<file path="config.mk">
export PLATFORM = sky130hd
export DESIGN_NAME = rr_arbiter_8
export DESIGN_NICKNAME = d
export VERILOG_FILES = /design/src/rtl/rr_arbiter_8_pkg.sv /design/src/rtl/rr_arbiter_8_pick.sv /design/src/rtl/rr_arbiter_8.sv
export SDC_FILE = /design/constraint.sdc
export NUM_CORES = 1
export LEC_CHECK = 0
export ABC_AREA = 1
export CORE_MARGIN = 2
export CORE_UTILIZATION = 55
export CTS_CLUSTER_DIAMETER = 60
export CTS_CLUSTER_SIZE = 30
export DETAILED_ROUTE_END_ITERATION = 12
export PLACE_DENSITY = 0.89
export SYNTH_ARGS = -nofsm -noshare
export SYNTH_HDL_FRONTEND = slang
export SYNTH_SLANG_ARGS = --single-unit
</file>
<file path="constraint.sdc">
create_clock -name clk -period 7.2 [get_ports clk]
set_input_delay 1.44 -clock clk [delete_from_list [all_inputs] [get_ports clk]]
set_output_delay 1.44 -clock clk [all_outputs]
set_load 0.02 [all_outputs]
</file>
<file path="src/rtl/rr_arbiter_8_pkg.sv">
// Shared definitions for the 8-way round-robin arbiter: sizes, FSM encoding, hold limit.
package rr_arbiter_8_pkg;

  localparam int unsigned N_REQ        = 8;
  localparam int unsigned IDX_W        = 3;
  localparam int unsigned MAX_HOLD_DEF = 15;
  localparam int unsigned HOLD_W       = 4;

  typedef enum logic [1:0] {
    IDLE = 2'd0,
    BUSY = 2'd1,
    GAP  = 2'd2
  } arb_state_e;

  function automatic logic [N_REQ-1:0] idx2onehot(input logic [IDX_W-1:0] idx);
    idx2onehot      = '0;
    idx2onehot[idx] = 1'b1;
  endfunction

endpackage

</file>
<file path="src/rtl/rr_arbiter_8_pick.sv">
// Combinational round-robin pick: first set request bit at or after ptr, wrapping modulo 8.
module rr_pick_8
  import rr_arbiter_8_pkg::*;
(
  input  logic [N_REQ-1:0] req,
  input  logic [IDX_W-1:0] ptr,
  output logic             any,
  output logic [IDX_W-1:0] win_idx
);

  logic [N_REQ-1:0] rot;
  logic [IDX_W-1:0] off;

  always_comb begin
    // rot[k] corresponds to requester (ptr + k) mod 8
    rot = N_REQ'({req, req} >> ptr);
    off = '0;
    for (int unsigned i = N_REQ; i > 0; i--) begin
      if (rot[i-1]) off = IDX_W'(i - 1);
    end
    any     = |req;
    win_idx = off + ptr;
  end

endmodule

</file>
<file path="src/rtl/rr_arbiter_8.sv">
// 8-way round-robin arbiter with hold-until-release grant and one dead cycle between grants.
// Optional forced grant expiry after MAX_HOLD cycles is enabled by defining ARB_TIMEOUT_EN.
module rr_arbiter_8
  import rr_arbiter_8_pkg::*;
(
  input  logic             clk,
  input  logic             rst_n,
  input  logic [N_REQ-1:0] req_i,
  input  logic             rel_i,
  output logic [N_REQ-1:0] gnt_o,
  output logic [IDX_W-1:0] gnt_idx_o,
  output logic             gnt_vld_o,
  output logic             timeout_o
);

  arb_state_e       state_q, state_d;
  logic [N_REQ-1:0] gnt_q, gnt_d;
  logic [IDX_W-1:0] gnt_idx_q, gnt_idx_d;
  logic             gnt_vld_q, gnt_vld_d;
  logic [IDX_W-1:0] ptr_q, ptr_d;

  logic             pick_any;
  logic [IDX_W-1:0] pick_idx;
  logic             owner_drop;
  logic             timeout_hit;
  logic             busy_exit;
  logic             load;

  rr_pick_8 u_pick (
    .req     (req_i),
    .ptr     (ptr_q),
    .any     (pick_any),
    .win_idx (pick_idx)
  );

  assign owner_drop = ~req_i[gnt_idx_q];
  assign busy_exit  = owner_drop | rel_i | timeout_hit;
  assign load       = (state_q != BUSY) && pick_any;

  always_ff @(posedge clk or negedge rst_n) begin
    if (!rst_n) begin
      state_q   <= IDLE;
      gnt_q     <= '0;
      gnt_idx_q <= '0;
      gnt_vld_q <= 1'b0;
      ptr_q     <= '0;
    end else begin
      state_q   <= state_d;
      gnt_q     <= gnt_d;
      gnt_idx_q <= gnt_idx_d;
      gnt_vld_q <= gnt_vld_d;
      ptr_q     <= ptr_d;
    end
  end

  always_comb begin
    state_d = state_q;
    unique case (state_q)
      IDLE:    if (pick_any) state_d = BUSY;
      BUSY:    if (busy_exit) state_d = GAP;
      GAP:     state_d = pick_any ? BUSY : IDLE;
      default: state_d = IDLE;
    endcase
  end

  always_comb begin
    gnt_vld_d = gnt_vld_q;
    gnt_idx_d = gnt_idx_q;
    ptr_d     = ptr_q;
    if (load) begin
      gnt_vld_d = 1'b1;
      gnt_idx_d = pick_idx;
      ptr_d     = pick_idx + IDX_W'(1);
    end else if (state_q != BUSY || busy_exit) begin
      gnt_vld_d = 1'b0;
    end
    gnt_d = gnt_vld_d ? idx2onehot(gnt_idx_d) : '0;
  end

`ifdef ARB_TIMEOUT_EN
  logic [HOLD_W-1:0] hold_cnt_q, hold_cnt_d;
  logic              timeout_q, timeout_d;

  assign timeout_hit = (state_q == BUSY) && (hold_cnt_q == HOLD_W'(MAX_HOLD_DEF));

  always_comb begin
    hold_cnt_d = hold_cnt_q;
    if (load) hold_cnt_d = '0;
    else if (state_q == BUSY && !busy_exit) hold_cnt_d = hold_cnt_q + HOLD_W'(1);
    // Only flag expiry when nothing else would have ended the grant this cycle
    timeout_d = timeout_hit && !owner_drop && !rel_i;
  end

  always_ff @(posedge clk or negedge rst_n) begin
    if (!rst_n) begin
      hold_cnt_q <= '0;
      timeout_q  <= 1'b0;
    end else begin
      hold_cnt_q <= hold_cnt_d;
      timeout_q  <= timeout_d;
    end
  end

  assign timeout_o = timeout_q;
`else
  assign timeout_hit = 1'b0;
  assign timeout_o   = 1'b0;
`endif

  assign gnt_o     = gnt_q;
  assign gnt_idx_o = gnt_idx_q;
  assign gnt_vld_o = gnt_vld_q;

endmodule

</file>
==> flow_results.org, run 1 <==
** Global route
- The via count of the first global-routing pass came to 1173.
- Total Routing Usage GR :: 24.49%
- The total overflow left after global routing is 0.
- Antenna violations before repair :: 0
- The first global-routing pass estimated 5043 um of wire.
- Entering global routing, the biggest net connects 18 pins.

** Setup path
- Data on the critical path arrives at its endpoint at 4.35 ns.
- The setup check on the worst reg-to-reg path leaves a slack of 4.09 ns.
- Of all nets on the critical path, the largest fanout is 4.
- Launching element of the worst setup path :: req_i[4]
- Critical path's slowest cell :: clkdlybuf4s50_1
- The worst setup path is captured at a flip-flop.
- Path depth of the worst reg2reg path :: 16
- The cell that appears most often on the critical path is nand2_1.
- Class of the most critical setup path :: input port to flip-flop
- In this run the critical register-to-register path is captured at ptr_q[2].
- Endpoint of the most critical setup path :: ptr_q[2]
- Traced cell by cell, the critical path runs through clkdlybuf4s50_1 > nand2_1 > nand3_2 > nand3_1 > nand2_1 > a31oi_1 > o21ai_0 > nand2_1 > a21boi_0 > ha_1 > inv_1 > fa_1 > inv_1 > ha_1 > or2_2 > nand3_1 > o21ai_1.
- Required time worst endpoint :: 7.37 ns
- Startpoint Class :: input port
- In this run the critical register-to-register path is launched from ptr_q[0].
- Maximum single-stage delay on the critical path :: 0.59 ns

** Routing
- After detailed routing, the number of remaining DRC violations is 0.
- Initial DRC Count :: 29
- Detailed routing inserted a total of 1184 vias.
- The final layout contains routed wiring with a total length of 2909 um.
- Once detail routing completed, the nets flagged for antenna violations numbered 0.
- Routed wire length per instance :: 13.22 um
- First-pass iteration count of the detailed router :: 4
- In the routed layout, each cell is associated on average with a via count of 5.382.

** Cells and area
- Area growth from synthesis to final layout :: 18.47%
- End-of-flow core utilization :: 70.08%
- In the final layout, the share of cells above drive strength 1 is 20.83%.
- Area of all placed cells without fillers :: 0.001565 sq mm
- Final nets :: 207
- The number of antenna diodes in the final layout is 0.

** Logic synthesis
- Simple-gate share of the synthesized area :: 46.40%
- Top post-synthesis cells by count :: 41 x nand2_1, 19 x nor2_1, 18 x nand3_1, 17 x dfrtp_1
- After Yosys synthesis, full adders, half adders and majority gates account for 3.409% of the synthesized area.
- Synthesis produced a netlist with a net count of 184.
- Mean instance size in the synthesized netlist :: 7.772 sq um
- Combinational family with the most area after synthesis :: simple AND/OR/NAND/NOR gates
- The number of different library cells used by synthesis comes to 33.
- The most used flip-flop cell after synthesis is dfrtp_1.
- Async set-or-reset flop fraction in the synthesized netlist :: 100.0%
- dfrtp_1 takes more of the synthesized area than any other cell.
- Number of storage elements in the synthesis netlist :: 17
- Yosys warning count :: 0
- The synthesized design contains 0 enable-type register cells.
- Cell count after synthesis :: 170
- Ranked by total cell area, the synthesized netlist is headed by dfrtp_1 32%, nand2_1 12%, nand3_2 7.6%, nand3_1 6.8%, nand2_4 6.0%.
- Portion of synthesized cell area occupied by the leading cell type :: 32.20%
- Of the post-synthesis cell area, the part taken by muxes is 0%.
- After synthesis, flip-flops and latches occupy 32.20% of the total area.
- Summing the areas of all xor and xnor instances in the mapped netlist gives 0.6629% of the synthesized area.
- In the post-synthesis netlist, the cell with the most instances is nand2_1.
- Cell area after synthesis :: 0.001321 sq mm
- Compound-cell area share of the yosys netlist :: 9.186%

** Power
- Combinational logic burns 73.2% of the power.
- Clock power share :: 5.4%
- Worst ir drop on vdd :: 361.0 uV
- Post-route total power :: 873.6 uW
- Internal power contribution :: 399.1 uW
- Power per cell area :: 558.1 mW/mm^2
- Sequential cells account for 21.3% of the total power.
- Net Sw Power :: 474.5 uW
- Leakage power summed over all cells :: 0.0007675 uW
- Net switching is 54.31% of the power.

** Floorplanning
- Die Wd :: 53.02 um
- The initialized floorplan defines 17 standard-cell rows.
- During I/O placement, the number of pins put on the boundary was 24.
- Starting density of the core :: 59.16%
- Die Y :: 53.02 um
- DIE AREA :: 0.002811 sq mm
- The core region is 0.002233 sq mm.

** Timing
- The number of hold violations in the final report is 0.
- Count of final setup violators :: 0
- After layout, the worst path uses 58.07% of the clock period.
- The worst path needs 4.181 ns of the cycle, external delays included.
- Fin. max-slew vios :: 0
- Slew of the pin with the lowest slew margin :: 0.7170 ns
- For the final routed database, the setup TNS stands at 0 ns.
- The clock arrives with 0.0004336 ns of skew.
- The worst pin sits at a relative slew slack of 52.05%.
- RSZ-0062 raised after global routing :: false
- Derived from the worst setup path, the maximum achievable clock frequency is 239.2 MHz.

** Place
- The congestion estimate from routability-driven global placement came to 0.9002.
- The placed instances occupy a cell area of 0.001539 sq mm.
- Estimated wirelength of the detail-placed design :: 2385 um
- Buffers placed on the I/O ports in this run total 22.

** Status
- The flow ran to the end, and the final reports show no timing, DRC or antenna violations.

** Clocking
- No sink is reached through more buffers than the 2 on the longest clock path.
- After clock tree synthesis, the clock-pin slew on the worst setup and hold paths is 0.09 ns.
- Number of cells upsized or downsized after cts :: 0
- CTS hold repair buffers :: 0
- The clock drives 17 sinks.
- The cell sitting at the root of the clock tree is a clkbuf_4.
- Worst skew pair latency :: 0.28 ns
- The number of clock buffers added by TritonCTS is 3.
- Number of setup buffers added after CTS :: 0
- In this run the number of H-tree levels came out at 1.
- TritonCTS built the clock tree.

** Hold path
- The worst hold path belongs to the class flip-flop to flip-flop.
- Worst hold path cell count :: 1

** Job
- Across the run, the number of max-cap violations was 0.
==> power by group through the flow <==
stage | Sequential [uW] | Combinational (uW) | Clock [uW]
floorplan | 178 | 515 | 0
global placement | 185 | 614 | 0
detailed placement | 187 | 637 | 0
CTS | 185 | 641 | 49.8
global route | 193 | 725 | 55.2
finish | 186 | 640 | 47.6
==> through the flow <==
step	setup WS, ns	instances	hold slack (ns)
CTS	3.031	220	0.4951
floorplan	3.576	170	0.4355
global placement	2.813	216	0.4546
global route	2.832	220	0.5549
finish	3.019	220	0.4781
detailed placement	2.731	216	0.4818
==> worst min-delay path by stage <==
stage                           from    endpoint  slack (ns)
after floorplan           state_q[0]  state_q[0]        0.44
after global placement    state_q[0]  state_q[0]        0.45
after detailed placement  state_q[0]  state_q[0]        0.48
after CTS                 state_q[0]  state_q[0]        0.50
after global routing      state_q[0]  state_q[0]        0.55
final                     state_q[0]  state_q[0]        0.48
==> critical path, delay by kind of cell <==
family / cells / cell delay, ns
fa+ha+maj: 3 / 0.91
compound gates: 4 / 0.41
buf+inv: 3 / 0.71
simple gates: 7 / 0.91
==> cell families (layout without fill, tap and decap cells) <==
family	count (synthesis)	in the layout
other cells	1	1
flops	17	17
buf+inv	19	41
compound gates	18	18
xor+xnor	1	1
fa+ha+maj	3	3
simple gates	111	111
==> flip-flops by register name, indices dropped and copies added (netlist names) <==
register	flops
gnt_vld_o	1
state_q	2
gnt_o	8
gnt_idx_o	3
ptr_q	3
==> layout make-up <==
cell class / instances / area (sq um)
Multi-Input combinational cell: 134 / 792.0
Fill cell: 194 / 668.1
Sequential cell: 17 / 425.4
Timing Repair Buffer: 22 / 220.2
Inverter: 15 / 66.31
Tap cell: 28 / 35.03
Clock buffer: 4 / 26.28
==> layer usage <==
metal	wire length (um)	global-route usage (%)	vias to the layer above
met3	126	4.237	6
met4	39	6.838	0
li1	-	-	596
met2	1484	45.42	26
met5	0	0	-
met1	1258	28.60	556
==> cell usage in the layout, fill, tap and decap left out, types with 3 or more instances in the layout <==
| master | count |
|---|---|
| nand2_4 | 7 |
| nand3_2 | 10 |
| dfrtp_1 | 17 |
| clkdlybuf4s50_1 | 22 |
| o21ai_0 | 7 |
| clkbuf_4 | 3 |
| nand2_1 | 41 |
| nand3_1 | 18 |
| nor2_1 | 19 |
| inv_2 | 3 |
| inv_1 | 10 |
| nand2_2 | 8 |
(Power assumes the default switching activity.)
==> run 2: changes to the inputs <==
--- a/config.mk
+++ b/config.mk
@@ -7,11 +7,11 @@
 export LEC_CHECK = 0
 export ABC_AREA = 1
 export CORE_MARGIN = 2
-export CORE_UTILIZATION = 55
+export CORE_UTILIZATION = 47
 export CTS_CLUSTER_DIAMETER = 60
 export CTS_CLUSTER_SIZE = 30
 export DETAILED_ROUTE_END_ITERATION = 12
-export PLACE_DENSITY = 0.89
+export PLACE_DENSITY = 0.82
 export SYNTH_ARGS = -nofsm -noshare
 export SYNTH_HDL_FRONTEND = slang
 export SYNTH_SLANG_ARGS = --single-unit
==> constraint.sdc (replaced) <==
create_clock -name clk -period 3.4 [get_ports clk]
set_input_delay 0.68 -clock clk [delete_from_list [all_inputs] [get_ports clk]]
set_output_delay 0.68 -clock clk [all_outputs]
set_load 0.02 [all_outputs]
==> flow_results.org, run 2 (synthesis gave the netlist of run 1 again) <==
** Status
- Run status :: finished clean (unchanged)

** Clocking
- CTS tree :: done (unchanged)
- The clock net sink count came to 17 (unchanged).
- Clock-pin transition on the worst setup and hold timing paths :: 0.10 ns (was 0.09 ns)
- The clock tree root driver cell is clkbuf_4 (unchanged).
- The total clock buffers created by CTS is 3 (unchanged).
- Worst skew pair latency :: 0.31 ns (was 0.28 ns)
- Number of H-tree levels :: 1 (unchanged)
- CTS max path bufs :: 2 (unchanged)

** Hold path
- Type of the worst min-delay path :: flip-flop to flip-flop (unchanged)
- Origin of the worst min-delay path :: state_q[0] (unchanged)
- End point of the most critical hold path :: state_q[0] (unchanged)
- The number of instances on the worst hold path came to 1 (unchanged).

** Setup path
- Critical path's slowest cell :: fa_1 (was clkdlybuf4s50_1)
- The data arrival time at the worst-slack endpoint came to 3.25 ns (was 4.35 ns).
- Bufs and invs on worst path :: 3 (unchanged)
- The largest fanout of any net on the critical path came to 10 (was 4).
- The required time at the worst-slack endpoint came to 3.60 ns (was 7.37 ns).
- Cells along the critical path :: inv_8 > nand2_4 > nand3_2 > nand3_1 > nand2_2 > a31oi_1 > o21ai_1 > nand2_1 > a21boi_1 > ha_2 > inv_1 > fa_1 > inv_1 > ha_1 > or2_2 > nand3_1 > o21ai_1 (was clkdlybuf4s50_1 > nand2_1 > nand3_2 > nand3_1 > nand2_1 > a31oi_1 > o21ai_0 > nand2_1 > a21boi_0 > ha_1 > inv_1 > fa_1 > inv_1 > ha_1 > or2_2 > nand3_1 > o21ai_1)
- Path depth of the worst reg2reg path :: 17 (was 16)
- Startpoint Class :: flip-flop (was input port)
- The family of cells with the greatest summed delay on the critical path was adder cells (unchanged).
- The maximum single-stage delay on the critical path was 0.57 ns (was 0.59 ns).
- The worst reg2reg path startpoint was ptr_q[0] (unchanged).
- The terminus of the critical flop-to-flop path was ptr_q[2] (unchanged).
- Class of the most critical setup path :: flip-flop to flip-flop (was input port to flip-flop)
- The element type at the critical path end is a flip-flop (unchanged).
- The worst-case register-to-register setup slack was 0.35 ns (was 4.09 ns).

** Cells and area
- The number of filler cells placed in the layout is 223 (was 194).
- Proportion of layout cells with a drive suffix above 1 :: 32.38% (was 20.83%)
- The flip-flop count of the largest register, all copies and words added is 8 (unchanged).
- Area growth from synthesis to final layout :: 32.67% (was 18.47%)
- Most frequent cells in the layout: 37 x nand2_1, 19 x nor2_1, 18 x buf_4 (was 41 x nand2_1, 22 x clkdlybuf4s50_1, 19 x nor2_1).
- Final nets :: 225 (was 207)
- Most frequent standard cell in the layout excluding fill and tap cells :: nand2_1 (unchanged)
- Diode count :: 0 (unchanged)
- The cell area after layout came to 0.001753 sq mm (was 0.001565 sq mm).

** Place
- The placer congestion estimate is 0.8270 (was 0.9002).
- The post-place setup slack is -0.1769 ns (was 2.731 ns).
- The post-DP HPWL is 2637 um (was 2385 um).
- Dpl cell area :: 0.001663 sq mm (was 0.001539 sq mm)
- The number of port buffers is 22 (unchanged).

** Floorplanning
- The width of the chip was 57.02 um (was 53.02 um).
- The number of top-level pins is 24 (unchanged).
- Rows :: 19 (was 17)
- The area of the die came to 0.003251 sq mm (was 0.002811 sq mm).
- The effective utilization at floorplan came to 48.75% (was 59.16%).
- Core region area :: 0.002710 sq mm (was 0.002233 sq mm)
- Die Y :: 57.02 um (was 53.02 um)

** Routing
- Via/cell ratio :: 5.237 (was 5.382)
- Initial DRC Count :: 39 (was 29)
- Post-DRT Antenna Nets :: 0 (unchanged)
- Total via count after detailed routing :: 1262 (was 1184)
- Detailed-route wire length :: 3400 um (was 2909 um)
- The first-pass iteration count of the detailed router came to 4 (unchanged).
- The routed wirelength normalized by instance count is 14.11 um (was 13.22 um).
- The DRC violations left came to 0 (unchanged).

** Timing
- The actual slew at the worst max-slew pin is 0.7586 ns (was 0.7170 ns).
- The number of setup violations in the final report came to 0 (unchanged).
- The worst path uses 89.82% of the clock period.
- Setup ws final :: 0.3460 ns (was 3.019 ns)
- Remaining max-slew budget at the tightest pin :: 49.27% (was 52.05%)
- Timing would allow up to 327.4 MHz.
- The max-slew violation count was 0 (unchanged).
- The setup skew after layout was 0.005310 ns (was 0.0004336 ns).
- The hold slack is 0.5120 ns (was 0.4781 ns).
- The number of hold violations in the final report was 0 (unchanged).
- For the finished layout, the period the worst path requires is 3.054 ns.

** Global route
- The number of antenna violations at the first check in global routing is 0 (unchanged).
- The total track usage was 22.84% (was 24.49%).
- The pin count of the biggest net entering global routing is 18 (unchanged).
- The wire length of the first global-routing pass was 5913 um (was 5043 um).
- The leftover overflow at the end of global routing was 0 (unchanged).
- Vias in the first global route :: 1343 (was 1173)

** Power
- The sequential cell fraction of total power was 19.5% (was 21.3%).
- The cell-internal power is 978.8 uW (was 399.1 uW).
- The leakage component of the power came to 0.0009276 uW (was 0.0007675 uW).
- Power per cell area :: 1183 mW/mm^2 (was 558.1 mW/mm^2)
- The worst-case vdd ir drop came to 772.3 uV (was 361.0 uV).
- Clock power share :: 5.6% (was 5.4%)
- Switching Share :: 52.79% (was 54.31%)
- The total net switching power is 1095 uW (was 474.5 uW).
- Share of power burned in combinational logic :: 74.9% (was 73.2%)

** Job
- The number of max-cap violations is 0 (unchanged).
[run 2: cell type report]
cell class	instances	area, sq um	share of cell area (%)
Clock inverter	1	7.507	0.4283
Inverter	15	66.31	3.783
Tap cell	31	38.79	2.213
Sequential cell	17	427.9	24.41
Timing Repair Buffer	40	375.4	21.41
Multi-Input combinational cell	134	814.5	46.47
Clock buffer	3	22.52	1.285
[run 2: how the worst max path moves through the flow]
stage                         from        to  slack (ns)  depth (start not counted)
final                     ptr_q[0]  ptr_q[2]        0.35                         17
after global routing      ptr_q[0]  ptr_q[2]      -0.001                         17
after CTS                 req_i[2]  ptr_q[2]        0.14                         17
after detailed placement  req_i[2]  ptr_q[2]       -0.18                         17
after global placement    req_i[5]  ptr_q[2]       -0.06                         17
after floorplan           req_i[0]  ptr_q[2]        0.54                         16
[run 2: metrics by stage]
stage / TNS (ns) / std cells / power (uW) / utilization, %
2_1_floorplan: 0 / 170 / 1469 / -
4_1_cts: 0 / 239 / 2026 / 62.47
5_1_grt: -0.0009597 / 241 / 2301 / 64.68
3_3_place_gp: -0.05964 / 235 / 1805 / 61.36
6_report: 0 / 241 / 2074 / 64.68
3_5_place_dp: -0.7655 / 235 / 1905 / 61.36
[run 2: routing by layer]
layer / global-route usage, % / wire length, um / share of wire [%]
met2: 40.39 / 1778 / 52
met4: 7.973 / 59 / 1.7
met5: 0 / 0 / 0
met1: 28.49 / 1373 / 40
met3: 3.175 / 189 / 5.6
[run 2: repair_timing]
action | CTS | global route
resized for setup | 0 | 19
buffers inserted | 0 | 2
hold buffers | 0 | 0
endpoints found under the hold margin | 0 | 0
endpoints found under the setup margin | 0 | 10
[run 2: power groups by stage]
| stage | sequential (uW) | combinational [uW] | clock [uW] |
|---|---|---|---|
| 6_report | 404 | 1550 | 116 |
| 3_5_place_dp | 401 | 1500 | 0 |
| 5_1_grt | 416 | 1760 | 125 |
| 4_1_cts | 396 | 1510 | 116 |
| 3_3_place_gp | 389 | 1420 | 0 |
| 2_1_floorplan | 377 | 1090 | 0 |
[run 2: worst reg2reg max path, cell delays in order, from the launching register on]
cell      delay [ns]
dfrtp_2         0.54
inv_8           0.17
nand2_4         0.07
nand3_2         0.08
nand3_1         0.11
nand2_2         0.09
a31oi_1         0.08
o21ai_1         0.13
nand2_1         0.06
a21boi_1        0.15
ha_2            0.17
inv_1           0.05
fa_1            0.57
inv_1           0.05
ha_1            0.18
or2_2           0.29
nand3_1         0.08
o21ai_1         0.07
